==> src/rtl/bomberman_draw_engine_if.sv <==
// Memory-read and VGA-plot bus between the draw engine and its surroundings.
// master = draw engine, slave = memory mux / VGA adapter side.
interface bomberman_draw_engine_if;
   logic [14:0] mem_addr;
   logic [2:0]  mem_data;
   logic [7:0]  vga_x;
   logic [6:0]  vga_y;
   logic [2:0]  vga_colour;
   logic        vga_plot;

   modport master (
      output mem_addr,
      output vga_x,
      output vga_y,
      output vga_colour,
      output vga_plot,
      input  mem_data
   );

   modport slave (
      input  mem_addr,
      input  vga_x,
      input  vga_y,
      input  vga_colour,
      input  vga_plot,
      output mem_data
   );
endinterface

==> src/rtl/bomberman_draw_engine.sv <==
// Copy engine: walks a full screen or an 8x8 sprite, reads colours from memory and
// plots them one cycle later; also owns the stage tile counter.
module bomberman_draw_engine #(
   parameter int         SCREEN_W    = 160,
   parameter int         SCREEN_H    = 120,
   parameter int         GRID_W      = 20,
   parameter int         GRID_H      = 15,
   parameter int         SPR_P1      = 4,
   parameter int         SPR_P2      = 5,
   parameter logic [2:0] TRANSPARENT = 3'b101
) (
   input  logic                    clock,
   input  logic                    reset,
   input  logic                    copy_enable,
   input  logic                    draw_stage,
   input  logic                    draw_t,
   input  logic                    draw_p1,
   input  logic                    draw_p2,
   input  logic                    tc_enable,
   input  logic                    stage_reset,
   input  logic [2:0]              tile_type,
   input  logic [7:0]              p1_x,
   input  logic [6:0]              p1_y,
   input  logic [7:0]              p2_x,
   input  logic [6:0]              p2_y,
   bomberman_draw_engine_if.master draw_bus,
   output logic                    finished,
   output logic [8:0]              tile_index,
   output logic                    all_tiles_drawn
);

   localparam logic [7:0] X_LAST    = 8'(SCREEN_W - 1);
   localparam logic [6:0] Y_LAST    = 7'(SCREEN_H - 1);
   localparam logic [8:0] X_LIMIT   = 9'(SCREEN_W);
   localparam logic [7:0] Y_LIMIT   = 8'(SCREEN_H);
   localparam logic [4:0] COL_LAST  = 5'(GRID_W - 1);
   localparam logic [8:0] TILE_LAST = 9'(GRID_W * GRID_H - 1);

   typedef enum logic [1:0] {IDLE, RUN, FLUSH, DONE} state_t;

   state_t      state;
   state_t      state_next;

   logic        stage_mode;
   logic [2:0]  sprite_id;
   logic [8:0]  org_x;
   logic [7:0]  org_y;
   logic [7:0]  px;
   logic [6:0]  py;
   logic [14:0] stage_addr;

   logic        start;
   logic        last_pixel;
   logic        advance;
   logic [7:0]  x_wrap;
   logic [8:0]  pix_x;
   logic [7:0]  pix_y;
   logic        in_bounds;

   logic        plot_valid;
   logic        plot_sprite;
   logic [7:0]  plot_x;
   logic [6:0]  plot_y;

   logic [4:0]  col;
   logic [3:0]  row;

   assign start      = (state == IDLE) && copy_enable &&
                       (draw_stage || draw_t || draw_p1 || draw_p2);
   assign x_wrap     = stage_mode ? X_LAST : 8'd7;
   assign last_pixel = (px == x_wrap) && (py == (stage_mode ? Y_LAST : 7'd7));
   assign advance    = (state == RUN) && copy_enable && !last_pixel;

   // Widened sums so sprites hanging off the right/bottom edge clip instead of wrapping.
   assign pix_x     = org_x + {1'b0, px};
   assign pix_y     = org_y + {1'b0, py};
   assign in_bounds = (pix_x < X_LIMIT) && (pix_y < Y_LIMIT);

   always_ff @(posedge clock or posedge reset) begin
      if (reset) begin
         state <= IDLE;
      end else begin
         state <= state_next;
      end
   end

   always_comb begin
      state_next = state;
      finished   = 1'b0;
      unique case (state)
         IDLE: begin
            if (start) begin
               state_next = RUN;
            end
         end
         RUN: begin
            if (!copy_enable) begin
               state_next = IDLE;
            end else if (last_pixel) begin
               state_next = FLUSH;
            end
         end
         FLUSH: begin
            if (!copy_enable) begin
               state_next = IDLE;
            end else begin
               state_next = DONE;
            end
         end
         DONE: begin
            finished   = 1'b1;
            state_next = IDLE;
         end
         default: state_next = IDLE;
      endcase
   end

   always_ff @(posedge clock or posedge reset) begin
      if (reset) begin
         stage_mode  <= 1'b0;
         sprite_id   <= 3'd0;
         org_x       <= 9'd0;
         org_y       <= 8'd0;
         px          <= 8'd0;
         py          <= 7'd0;
         stage_addr  <= 15'd0;
         plot_valid  <= 1'b0;
         plot_sprite <= 1'b0;
         plot_x      <= 8'd0;
         plot_y      <= 7'd0;
      end else begin
         if (start) begin
            px         <= 8'd0;
            py         <= 7'd0;
            stage_addr <= 15'd0;
            if (draw_stage) begin
               stage_mode <= 1'b1;
               sprite_id  <= 3'd0;
               org_x      <= 9'd0;
               org_y      <= 8'd0;
            end else if (draw_t) begin
               stage_mode <= 1'b0;
               sprite_id  <= tile_type;
               org_x      <= {1'b0, col, 3'b000};
               org_y      <= {1'b0, row, 3'b000};
            end else if (draw_p1) begin
               stage_mode <= 1'b0;
               sprite_id  <= 3'(SPR_P1);
               org_x      <= {1'b0, p1_x};
               org_y      <= {1'b0, p1_y};
            end else begin
               stage_mode <= 1'b0;
               sprite_id  <= 3'(SPR_P2);
               org_x      <= {1'b0, p2_x};
               org_y      <= {1'b0, p2_y};
            end
         end else if (advance) begin
            // Stage addresses come from a running counter rather than y*SCREEN_W+x.
            stage_addr <= stage_addr + 15'd1;
            if (px == x_wrap) begin
               px <= 8'd0;
               py <= py + 7'd1;
            end else begin
               px <= px + 8'd1;
            end
         end else begin
            px         <= 8'd0;
            py         <= 7'd0;
            stage_addr <= 15'd0;
         end

         plot_valid  <= (state == RUN) && copy_enable && in_bounds;
         plot_sprite <= !stage_mode;
         if (state == RUN) begin
            plot_x <= pix_x[7:0];
            plot_y <= pix_y[6:0];
         end
      end
   end

   // Colour arrives from the memory's read register in the plot cycle itself.
   always_comb begin
      draw_bus.mem_addr = 15'd0;
      if (state == RUN) begin
         draw_bus.mem_addr = stage_mode ? stage_addr
                                        : {6'd0, sprite_id, py[2:0], px[2:0]};
      end
      draw_bus.vga_x      = plot_x;
      draw_bus.vga_y      = plot_y;
      draw_bus.vga_colour = plot_valid ? draw_bus.mem_data : 3'd0;
      draw_bus.vga_plot   = plot_valid && copy_enable &&
                            !(plot_sprite && (draw_bus.mem_data == TRANSPARENT));
   end

   always_ff @(posedge clock or posedge reset) begin
      if (reset) begin
         col        <= 5'd0;
         row        <= 4'd0;
         tile_index <= 9'd0;
      end else if (stage_reset) begin
         col        <= 5'd0;
         row        <= 4'd0;
         tile_index <= 9'd0;
      end else if (tc_enable) begin
         if (tile_index == TILE_LAST) begin
            col        <= 5'd0;
            row        <= 4'd0;
            tile_index <= 9'd0;
         end else if (col == COL_LAST) begin
            col        <= 5'd0;
            row        <= row + 4'd1;
            tile_index <= tile_index + 9'd1;
         end else begin
            col        <= col + 5'd1;
            tile_index <= tile_index + 9'd1;
         end
      end
   end

   assign all_tiles_drawn = (tile_index == TILE_LAST);

endmodule

==> src/flat_wrapper.sv <==
// flat-port wrapper written by rule: the top's interface ports become plain ports
module bomberman_draw_engine_flat 
#(
   parameter int         SCREEN_W    = 160,
   parameter int         SCREEN_H    = 120,
   parameter int         GRID_W      = 20,
   parameter int         GRID_H      = 15,
   parameter int         SPR_P1      = 4,
   parameter int         SPR_P2      = 5,
   parameter logic [2:0] TRANSPARENT = 3'b101
)
  (clock, reset, copy_enable, draw_stage, draw_t, draw_p1, draw_p2, tc_enable, stage_reset, tile_type, p1_x, p1_y, p2_x, p2_y, finished, tile_index, all_tiles_drawn, draw_bus_mem_addr, draw_bus_vga_x, draw_bus_vga_y, draw_bus_vga_colour, draw_bus_vga_plot, draw_bus_mem_data);
  bomberman_draw_engine_if draw_bus_i ();
  input  logic clock;
  input  logic reset;
  input  logic copy_enable;
  input  logic draw_stage;
  input  logic draw_t;
  input  logic draw_p1;
  input  logic draw_p2;
  input  logic tc_enable;
  input  logic stage_reset;
  input  logic [2:0] tile_type;
  input  logic [7:0] p1_x;
  input  logic [6:0] p1_y;
  input  logic [7:0] p2_x;
  input  logic [6:0] p2_y;
  output logic finished;
  output logic [8:0] tile_index;
  output logic all_tiles_drawn;
  output wire logic [$bits(draw_bus_i.mem_addr)-1:0] draw_bus_mem_addr;
  output wire logic [$bits(draw_bus_i.vga_x)-1:0] draw_bus_vga_x;
  output wire logic [$bits(draw_bus_i.vga_y)-1:0] draw_bus_vga_y;
  output wire logic [$bits(draw_bus_i.vga_colour)-1:0] draw_bus_vga_colour;
  output wire logic [$bits(draw_bus_i.vga_plot)-1:0] draw_bus_vga_plot;
  input wire logic [$bits(draw_bus_i.mem_data)-1:0] draw_bus_mem_data;
  assign draw_bus_mem_addr = draw_bus_i.mem_addr;
  assign draw_bus_vga_x = draw_bus_i.vga_x;
  assign draw_bus_vga_y = draw_bus_i.vga_y;
  assign draw_bus_vga_colour = draw_bus_i.vga_colour;
  assign draw_bus_vga_plot = draw_bus_i.vga_plot;
  assign draw_bus_i.mem_data = draw_bus_mem_data;
  bomberman_draw_engine #(.SCREEN_W(SCREEN_W), .SCREEN_H(SCREEN_H), .GRID_W(GRID_W), .GRID_H(GRID_H), .SPR_P1(SPR_P1), .SPR_P2(SPR_P2), .TRANSPARENT(TRANSPARENT)) u_core (.clock(clock), .reset(reset), .copy_enable(copy_enable), .draw_stage(draw_stage), .draw_t(draw_t), .draw_p1(draw_p1), .draw_p2(draw_p2), .tc_enable(tc_enable), .stage_reset(stage_reset), .tile_type(tile_type), .p1_x(p1_x), .p1_y(p1_y), .p2_x(p2_x), .p2_y(p2_y), .draw_bus(draw_bus_i), .finished(finished), .tile_index(tile_index), .all_tiles_drawn(all_tiles_drawn));
endmodule
==> config.mk <==
export PLATFORM = sky130hd
export DESIGN_NAME = bomberman_draw_engine_flat
export DESIGN_NICKNAME = d
export VERILOG_FILES = /design/src/rtl/bomberman_draw_engine_if.sv /design/src/rtl/bomberman_draw_engine.sv /design/src/flat_wrapper.sv
export SDC_FILE = /design/constraint.sdc
export NUM_CORES = 1
export LEC_CHECK = 0
export BUFFER_PORTS_ARGS = -buffer_cell sky130_fd_sc_hd__buf_2
export CORE_AREA = 2 2 91 111
export CTS_BUF_LIST = sky130_fd_sc_hd__clkbuf_16
export CTS_CLUSTER_DIAMETER = 150
export DETAILED_ROUTE_END_ITERATION = 12
export DIE_AREA = 0 0 93 113
export PLACE_DENSITY = 0.78
export SLEW_MARGIN = 20
export SYNTH_ARGS = -nofsm -noshare
export SYNTH_HDL_FRONTEND = slang
export SYNTH_SLANG_ARGS = --single-unit
==> constraint.sdc <==
create_clock -name clock -period 8.45 [get_ports clock]
set_input_delay 2.1125 -clock clock [delete_from_list [all_inputs] [get_ports clock]]
set_output_delay 2.1125 -clock clock [all_outputs]
set_load 0.05 [all_outputs]
==> flow_summary.toml, run 1 <==
[floorplan]
num_io_pins = 90
initial_core_util_pct = 51.3
row_count = 39
core_area_sq_um = 9370
die_w_um = 93
die_area_sq_um = 10500
die_y_um = 113

[final_layout]
fillCellCount = 828
fin_cells = 725
num_antenna_cells = 0
final_area_sq_um = 5670
drive_above_1_share_pct = 19.8
area_growth_pct = 18.1
fin_nets = 665
utilization_pct = 60.6

[logic_synthesis]
synth-main-ff-cell = "dfrtp_1"
ys_async_sr_fraction_pct = 100
yosys_warnings = 0
synth_fp_nets = 584
avgSynthCellArea_sq_um = 9.31
synthDistinctLibCells = 54
synthCells = 516
synth-seq-cells = 86
synth-edff-count = 0
ys_seq_area_share_pct = 44.8
netlist_area_sq_um = 4800

[cts]
clock-sinks = 86
root_buffer = "clkbuf_16"
cts_tree = "built"
clock_latency_ns = 0.34
clock_path_buffers = 2
hold_buffers = 0
cts-buffers-inserted = 9
postCtsSetupBuffers = 0
clk_pin_slew_ns = 0.06
cts.repair.resized = 0
cts_htree_levels = 3

[sta]
finalCritPeriodShare_pct = 57.9
maxSlewViolCount = 0
fin_ws_ns = 3.56
clock_skew_ns = 0.00750
setup_viol = 0
tightestPinTransition_ns = 1.03
min_period_ns = 4.89
fmax_ghz = 0.205
slew_headroom_pct = 31.4
hold_viol = 0
setup_tns_ns = 0
rsz0062_at_grt = "no"

[run_status]
outcome = "completed"

[global_route]
grt-ovfl-total = 0
gr-usage-all-layers_pct = 21.7
grt_pass1_wl_um = 18200
antenna_found_initial = 0
grt_start_max_net_pins = 87
grt_pass1_vias = 3963

[placement]
placed_cell_area_sq_um = 5330
dp_slack_ns = 3.56
port_buffers = 89
place_congestion = 0.836
dpl.hpwl_um = 8010
placed_cells = 709

[pwr]
ir_worst_vdd_v = 0.000133
p_per_area_nw_per_um2 = 244
static-leakage-power_nw = 2.78

[setup_path]
startpoint_type = "input pin"
criticalPathCategory = "in -> out"
crit_path_end_kind = "primary output"
r2r_setup_slack_ns = 5.54
crit_fanout = 2
r2r_cells = 6
cp_data_arrival_time_ns = 2.78
required_ns = 6.34
r2r_start = "u_core.stage_mode$_DFFE_PP0P_"
r2r_end = "u_core.py[5]$_DFFE_PP0P_"

[routing]
vias = 3987
drt-initial-drc-count = 219
drc = 0
drt-vias-per-instance = 5.50
antenna_left = 0
firstDrtPassIters = 4
drt_wl_total_um = 11000
wl_per_cell_um = 15.2

[hold_path]
hp-start = "u_core.draw_bus.vga_x[0]$_DFFE_PP0P_"
hold_depth = 2
hold_end = "u_core.draw_bus.vga_x[0]$_DFFE_PP0P_"
hold_path.class = "reg -> reg"

[run]
max_cap_viol_count = 0
## worst max path at each step
stage               cells after the start  slack [ns]                end            startpoint
detailed placement                      4        3.56  draw_bus_vga_plot  draw_bus_mem_data[1]
finish                                  4        3.56  draw_bus_vga_plot  draw_bus_mem_data[1]
global placement                        4        3.60  draw_bus_vga_plot  draw_bus_mem_data[1]
floorplan                               2        3.68  draw_bus_vga_plot  draw_bus_mem_data[1]
global route                            4        3.56  draw_bus_vga_plot  draw_bus_mem_data[1]
CTS                                     4        3.56  draw_bus_vga_plot  draw_bus_mem_data[1]
## cells in the mapped netlist (all sizes together), types with 6 or more instances
| cell type | number | area, sq um |
|---|---|---|
| clkbuf | 15 | 56.3 |
| ha | 21 | 263 |
| inv | 18 | 67.6 |
| nor2 | 71 | 269 |
| nand3 | 18 | 90.1 |
| a21oi | 26 | 130 |
| xnor2 | 13 | 114 |
| xor2 | 23 | 201 |
| dfrtp | 86 | 2150 |
| nand2 | 60 | 225 |
| nand4 | 10 | 62.6 |
| and3 | 14 | 87.6 |
| mux2i | 25 | 250 |
| o21ai | 33 | 165 |
| o31ai | 10 | 80.1 |
| buf | 6 | 33.8 |
## through the flow
| stage | total power, mW | hold slack, ns |
|---|---|---|
| final | 1.39 | 0.474 |
| after global routing | 1.46 | 0.496 |
| after CTS | 1.39 | 0.474 |
| after detailed placement | 0.945 | 0.459 |
| after global placement | 0.932 | 0.453 |
| after floorplan | 0.841 | 0.448 |
## sequential cells by signal, indices dropped and copies added (netlist names), 5 cells and up
signal	count
u_core.draw_bus.vga_x	8
u_core.col	5
u_core.draw_bus.vga_y	7
u_core.stage_addr	15
u_core.tile_index	9
u_core.py	7
u_core.org_y	7
u_core.px	8
u_core.org_x	8
## cells in the final DEF, fill, tap and decap left out, drive strengths merged, types with 13 or more instances in the layout
cell type / count
a21oi: 26
and3: 14
buf: 91
dfrtp: 86
ha: 21
inv: 18
mux2i: 25
nand2: 60
nand3: 18
nor2: 71
o21ai: 33
xnor2: 13
xor2: 23
## layout make-up
class,instances,area (sq um),share of cell area [%]
Clock buffer,9,225,3.97
Clock inverter,7,114,2.01
Inverter,18,68.8,1.21
Multi-Input combinational cell,391,2490,44.0
Sequential cell,86,2150,37.9
Tap cell,123,154,2.71
Timing Repair Buffer,91,464,8.18
## cells by family after synthesis
| kind of cell | synth area share [%] |
|---|---|
| XOR/XNOR | 6.57 |
| buffers and inverters | 3.28 |
| AND/OR/NAND/NOR | 20.3 |
| adder cells (fa/ha/maj) | 6.31 |
| multiplexers | 6.15 |
| flip-flops | 44.8 |
| AO/OA/AOI/OAI | 12.6 |
## power breakdown
part           total, mW  switching, mW  internal [mW]
Sequential         0.542         0.0643          0.478
Clock              0.449          0.162          0.287
Combinational      0.394          0.275          0.119
Total               1.39          0.501          0.884
## routing by layer
layer	GRT usage [%]	part of all wire, %	vias to the layer above
li1	-	-	1951
met1	26.7	42	1891
met5	0	0	-
met3	3.73	5.0	22
met4	8.14	2.1	0
met2	38.2	51	123
## critical path: stages
cell      delay (ns)
buf_2           0.10
nand4b_1        0.16
and3_1          0.19
buf_2           0.20
Note: power is estimated with default switching activity, not from simulation.
==> run 2: changes to the inputs <==
==> constraint.sdc (replaced) <==
create_clock -name clock -period 5 [get_ports clock]
set_input_delay 1.25 -clock clock [delete_from_list [all_inputs] [get_ports clock]]
set_output_delay 1.25 -clock clock [all_outputs]
set_load 0.05 [all_outputs]
==> flow_summary.toml, run 2 (synthesis gave the netlist of run 1 again) <==
[run_status]
outcome = "completed"

[pwr]
static-leakage-power_nw = 2.75
ir_worst_vdd_v = 0.000207
p_per_area_nw_per_um2 = 398

[final_layout]
largest_reg_flops = 15
area_growth_pct = 16.9
layout_common_cells = "buf_2 (89), dfrtp_1 (86), nor2_1 (70)"
top_register = "u_core.stage_addr"
final_area_sq_um = 5610
drive_above_1_share_pct = 19.8
largestRegisters = "u_core.stage_addr x15, u_core.tile_index x9"
num_antenna_cells = 0
layout_commonest_cell = "buf_2"
fin_nets = 664

[setup_path]
required_ns = 3.75
crit_path_end_kind = "primary output"
cp_slowest_cell = "nor2b_1"
crit_fanout = 13
cp_data_arrival_time_ns = 2.20
startpoint_type = "flip-flop"
criticalPathCategory = "reg -> out"
critical_path.max_stage_delay_ns = 0.85
path_cells = "nor2b_1 > and3_1 > buf_2"

[floorplan]
die_y_um = 113
initial_core_util_pct = 51.3
row_count = 39
num_io_pins = 90
die_w_um = 93
core_area_sq_um = 9370
die_area_sq_um = 10500

[sta]
maxSlewViolCount = 0
finalCritPeriodShare_pct = 68.9
setup_viol = 0
min_period_ns = 3.45
setup_tns_ns = 0
whs_ns = 0.473
clock_skew_ns = 0.00563
hold_viol = 0
rsz0062_at_grt = "no"
tightestPinTransition_ns = 1.03
fin_ws_ns = 1.55
slew_headroom_pct = 31.1
fmax_ghz = 0.290

[cts]
hold_buffers = 0
cts_tree = "built"
cts.repair.resized = 0
postCtsSetupBuffers = 0
cts-buffers-inserted = 9
clock-sinks = 86
root_buffer = "clkbuf_16"
cts_htree_levels = 3
clk_pin_slew_ns = 0.06
clock_path_buffers = 2
clock_latency_ns = 0.34

[placement]
port_buffers = 89
place_congestion = 0.811
placed_cell_area_sq_um = 5320
dp_slack_ns = 1.49
dpl.hpwl_um = 8070

[global_route]
grt_pass1_vias = 3864
gr-usage-all-layers_pct = 21.9
grt_pass1_wl_um = 18200
grt-ovfl-total = 0
antenna_found_initial = 0
grt_start_max_net_pins = 61

[routing]
firstDrtPassIters = 5
drc = 0
vias = 3937
drt-vias-per-instance = 5.44
drt_wl_total_um = 10900
antenna_left = 0
drt-initial-drc-count = 255
wl_per_cell_um = 15.1

[run]
max_cap_viol_count = 0

[hold_path]
hold_path.class = "reg -> reg"
==> run 2: final timing paths <==
kind | startpoint | end | slack, ns | cells past startpoint
worst min-delay path | u_core.draw_bus.vga_x[3]$_DFFE_PP0P_ | u_core.draw_bus.vga_x[3]$_DFFE_PP0P_ | 0.47 | 2
max in group asynchronous | reset | u_core.draw_bus.vga_x[3]$_DFFE_PP0P_ | 3.14 | 3
worst max-delay path | u_core.state[0]$_DFFE_PP0P_ | draw_bus_mem_addr[13] | 1.55 | 3
worst max register to register | u_core.stage_mode$_DFFE_PP0P_ | u_core.py[3]$_DFFE_PP0P_ | 1.93 | 6
min in group asynchronous | reset | u_core.stage_addr[13]$_DFF_PP0_ | 1.04 | 2
worst min register to register | u_core.draw_bus.vga_x[3]$_DFFE_PP0P_ | u_core.draw_bus.vga_x[3]$_DFFE_PP0P_ | 0.47 | 2
==> run 2: cell type report <==
cell class,instances,area (sq um)
Fill cell,823,3750
Multi-Input combinational cell,391,2490
Sequential cell,86,2150
Timing Repair Buffer,90,453
Clock buffer,9,225
Tap cell,123,154
Inverter,18,70.1
Clock inverter,7,65.1
==> run 2: stage by stage <==
step                      utilization [%]  power [mW]  std cells
after floorplan                         -        1.42        516
after global placement               56.8        1.57        708
after detailed placement             56.8        1.59        708
after CTS                            59.9        2.25        724
after global routing                 59.9        2.35        724
final                                59.9        2.23        724
==> run 2: critical path: cells and delay by family, from the launching register on <==
family	cells	cell delay, ns
AND/OR/NAND/NOR	2	1.15
flip-flops	1	0.43
buffers and inverters	1	0.27
==> run 2: power breakdown <==
part / total [mW] / switching (mW) / internal (mW)
clock network: 0.656 / 0.273 / 0.383
logic: 0.661 / 0.463 / 0.198
registers: 0.918 / 0.110 / 0.808
==> run 2: per-layer routing <==
layer,up-vias,track usage (%),part of all wire [%]
met5,-,0,0
li1,1947,-,-
met1,1878,28.3,45
met4,0,8.73,1.9
met3,15,3.99,4.4
met2,97,36.6,49
==> run 3: changes to the inputs <==
==> constraint.sdc (replaced) <==
create_clock -name clock -period 3.2 [get_ports clock]
set_input_delay 0.8 -clock clock [delete_from_list [all_inputs] [get_ports clock]]
set_output_delay 0.8 -clock clock [all_outputs]
set_load 0.05 [all_outputs]
==> flow_summary.toml, run 3 (synthesis gave the netlist of run 1 again) <==
[global_route]
gr-usage-all-layers_pct = 22.5
antenna_found_initial = 0
use_met1_pct = 29.2
busiest_layer = "met2"
grt_pass1_vias = 3895
grt_pass1_wl_um = 18600
grt-ovfl-total = 0
grt_util_met2_pct = 38.6
grt.met3_usage_pct = 2.93
grt_start_max_net_pins = 54

[cts]
clk_pin_slew_ns = 0.06
hold_buffers = 0
root_buffer = "clkbuf_16"
cts-buffers-inserted = 9
clock_latency_ns = 0.34
cts.repair.resized = 0
clock-sinks = 86
postCtsSetupBuffers = 0
clock_path_buffers = 2
cts_htree_levels = 3
cts_tree = "built"

[sta]
min_period_ns = 2.60
setup_viol = 0
setup_tns_ns = 0
finalCritPeriodShare_pct = 81.2
clock_skew_ns = 0.00642
hold_viol = 0
fmax_ghz = 0.385
rsz0062_at_grt = "no"
maxSlewViolCount = 0
slew_headroom_pct = 37.2
tightestPinTransition_ns = 0.942

[floorplan]
row_count = 39
die_area_sq_um = 10500
die_w_um = 93
die_y_um = 113
num_io_pins = 90
initial_core_util_pct = 51.3
core_area_sq_um = 9370

[final_layout]
num_antenna_cells = 0
fillCellCount = 819
layout_commonest_cell = "buf_2"
top_register = "u_core.stage_addr"
layout_common_cells = "buf_2 (89), dfrtp_1 (86), nor2_1 (70)"
drive_above_1_share_pct = 19.9
largest_reg_flops = 15
largestRegisters = "u_core.stage_addr x15, u_core.tile_index x9"
fin_nets = 671
fin_cells = 731
area_growth_pct = 18.0

[setup_path]
crit_fanout = 7
critPathLaunch = "u_core.tile_index[2]$_DFFE_PP0P_"
critical_path.max_stage_delay_ns = 0.45
path_cells = "nor4bb_1 > nand4_1 > inv_1 > buf_2"
cp_slowest_cell = "dfrtp_1"
cp_data_arrival_time_ns = 1.80
startpoint_type = "flip-flop"
required_ns = 2.40
criticalPathCategory = "reg -> out"
r2r_start = "u_core.px[3]$_DFF_PP0_"
crit_path_end_kind = "primary output"

[routing]
vias = 3979
firstDrtPassIters = 4
drc = 0
antenna_left = 0
drt-vias-per-instance = 5.44
drt-initial-drc-count = 230
drt_wl_total_um = 11000
wl_per_cell_um = 15.0

[pwr]
p_per_area_nw_per_um2 = 618
clkPwrFrac_pct = 28.6
p_int_mw = 2.19
netSwitchingFraction_pct = 37.5
static-leakage-power_nw = 2.79
ir_worst_vdd_v = 0.000310
pwr-share-seq_pct = 39.7
power_frac_comb_pct = 31.7
power.switching_mw = 1.31

[hold_path]
hold_path.class = "reg -> reg"
hp-start = "u_core.draw_bus.vga_y[0]$_DFFE_PP0P_"

[run]
max_cap_viol_count = 0

[placement]
dpl.hpwl_um = 8360
placed_cells = 715
place_congestion = 0.868
port_buffers = 89

[run_status]
outcome = "completed"
-- run 3: metrics by stage --
step / utilization, % / cell area (sq um) / worst slack (ns) / power, mW / hold slack (ns)
6_report: 60.5 / 5670 / 0.603 / 3.50 / 0.469
5_1_grt: 60.5 / 5670 / 0.504 / 3.70 / 0.492
4_1_cts: 60.5 / 5670 / 0.612 / 3.53 / 0.474
3_5_place_dp: 57.5 / 5390 / 0.672 / 2.52 / 0.459
3_3_place_gp: 57.5 / 5390 / 0.749 / 2.50 / 0.456
2_1_floorplan: - / 4800 / 0.178 / 2.22 / 0.448
-- run 3: path summary, 6_finish.rpt --
path	endpoint	slack (ns)	cells after the start
max	all_tiles_drawn	0.60	4
min	u_core.draw_bus.vga_y[0]$_DFFE_PP0P_	0.47	2
max reg2reg	u_core.py[3]$_DFFE_PP0P_	0.66	6
min reg2reg	u_core.draw_bus.vga_y[0]$_DFFE_PP0P_	0.47	2
max in group asynchronous	u_core.draw_bus.vga_x[6]$_DFFE_PP0P_	1.88	3
min in group asynchronous	u_core.stage_addr[13]$_DFF_PP0_	0.64	2
-- run 3: power groups by stage --
stage / Combinational, mW / Sequential [mW] / Clock [mW]
2_1_floorplan: 0.556 / 1.67 / 0
3_3_place_gp: 1.10 / 1.40 / 0
3_5_place_dp: 1.11 / 1.41 / 0
4_1_cts: 1.12 / 1.39 / 1.02
5_1_grt: 1.21 / 1.41 / 1.08
6_report: 1.11 / 1.39 / 1.00
-- run 3: layer usage --
layer  vias up  wire [um]
li1       1975          -
met5         -          0
met3        14        543
met1      1881       4790
met4         0        187
met2       109       5480
-- run 3: critical path: cells and delay by family (launching register included) --
kind / cells / cell delay [ns]
buffers and inverters: 2 / 0.39
DFF: 1 / 0.45
and+or+nand+nor: 2 / 0.61
-- run 3: cell type report --
type                    count  area [sq um]  share of cell area, %
inverters                  18          68.8                   1.21
clock buffers               9           225                   3.97
well taps                 123           154                   2.72
flip-flops and latches     86          2150                   38.0
repair buffers             97           518                   9.14
multi-input cells         391          2490                   44.0
clock inverters             7          57.6                   1.02
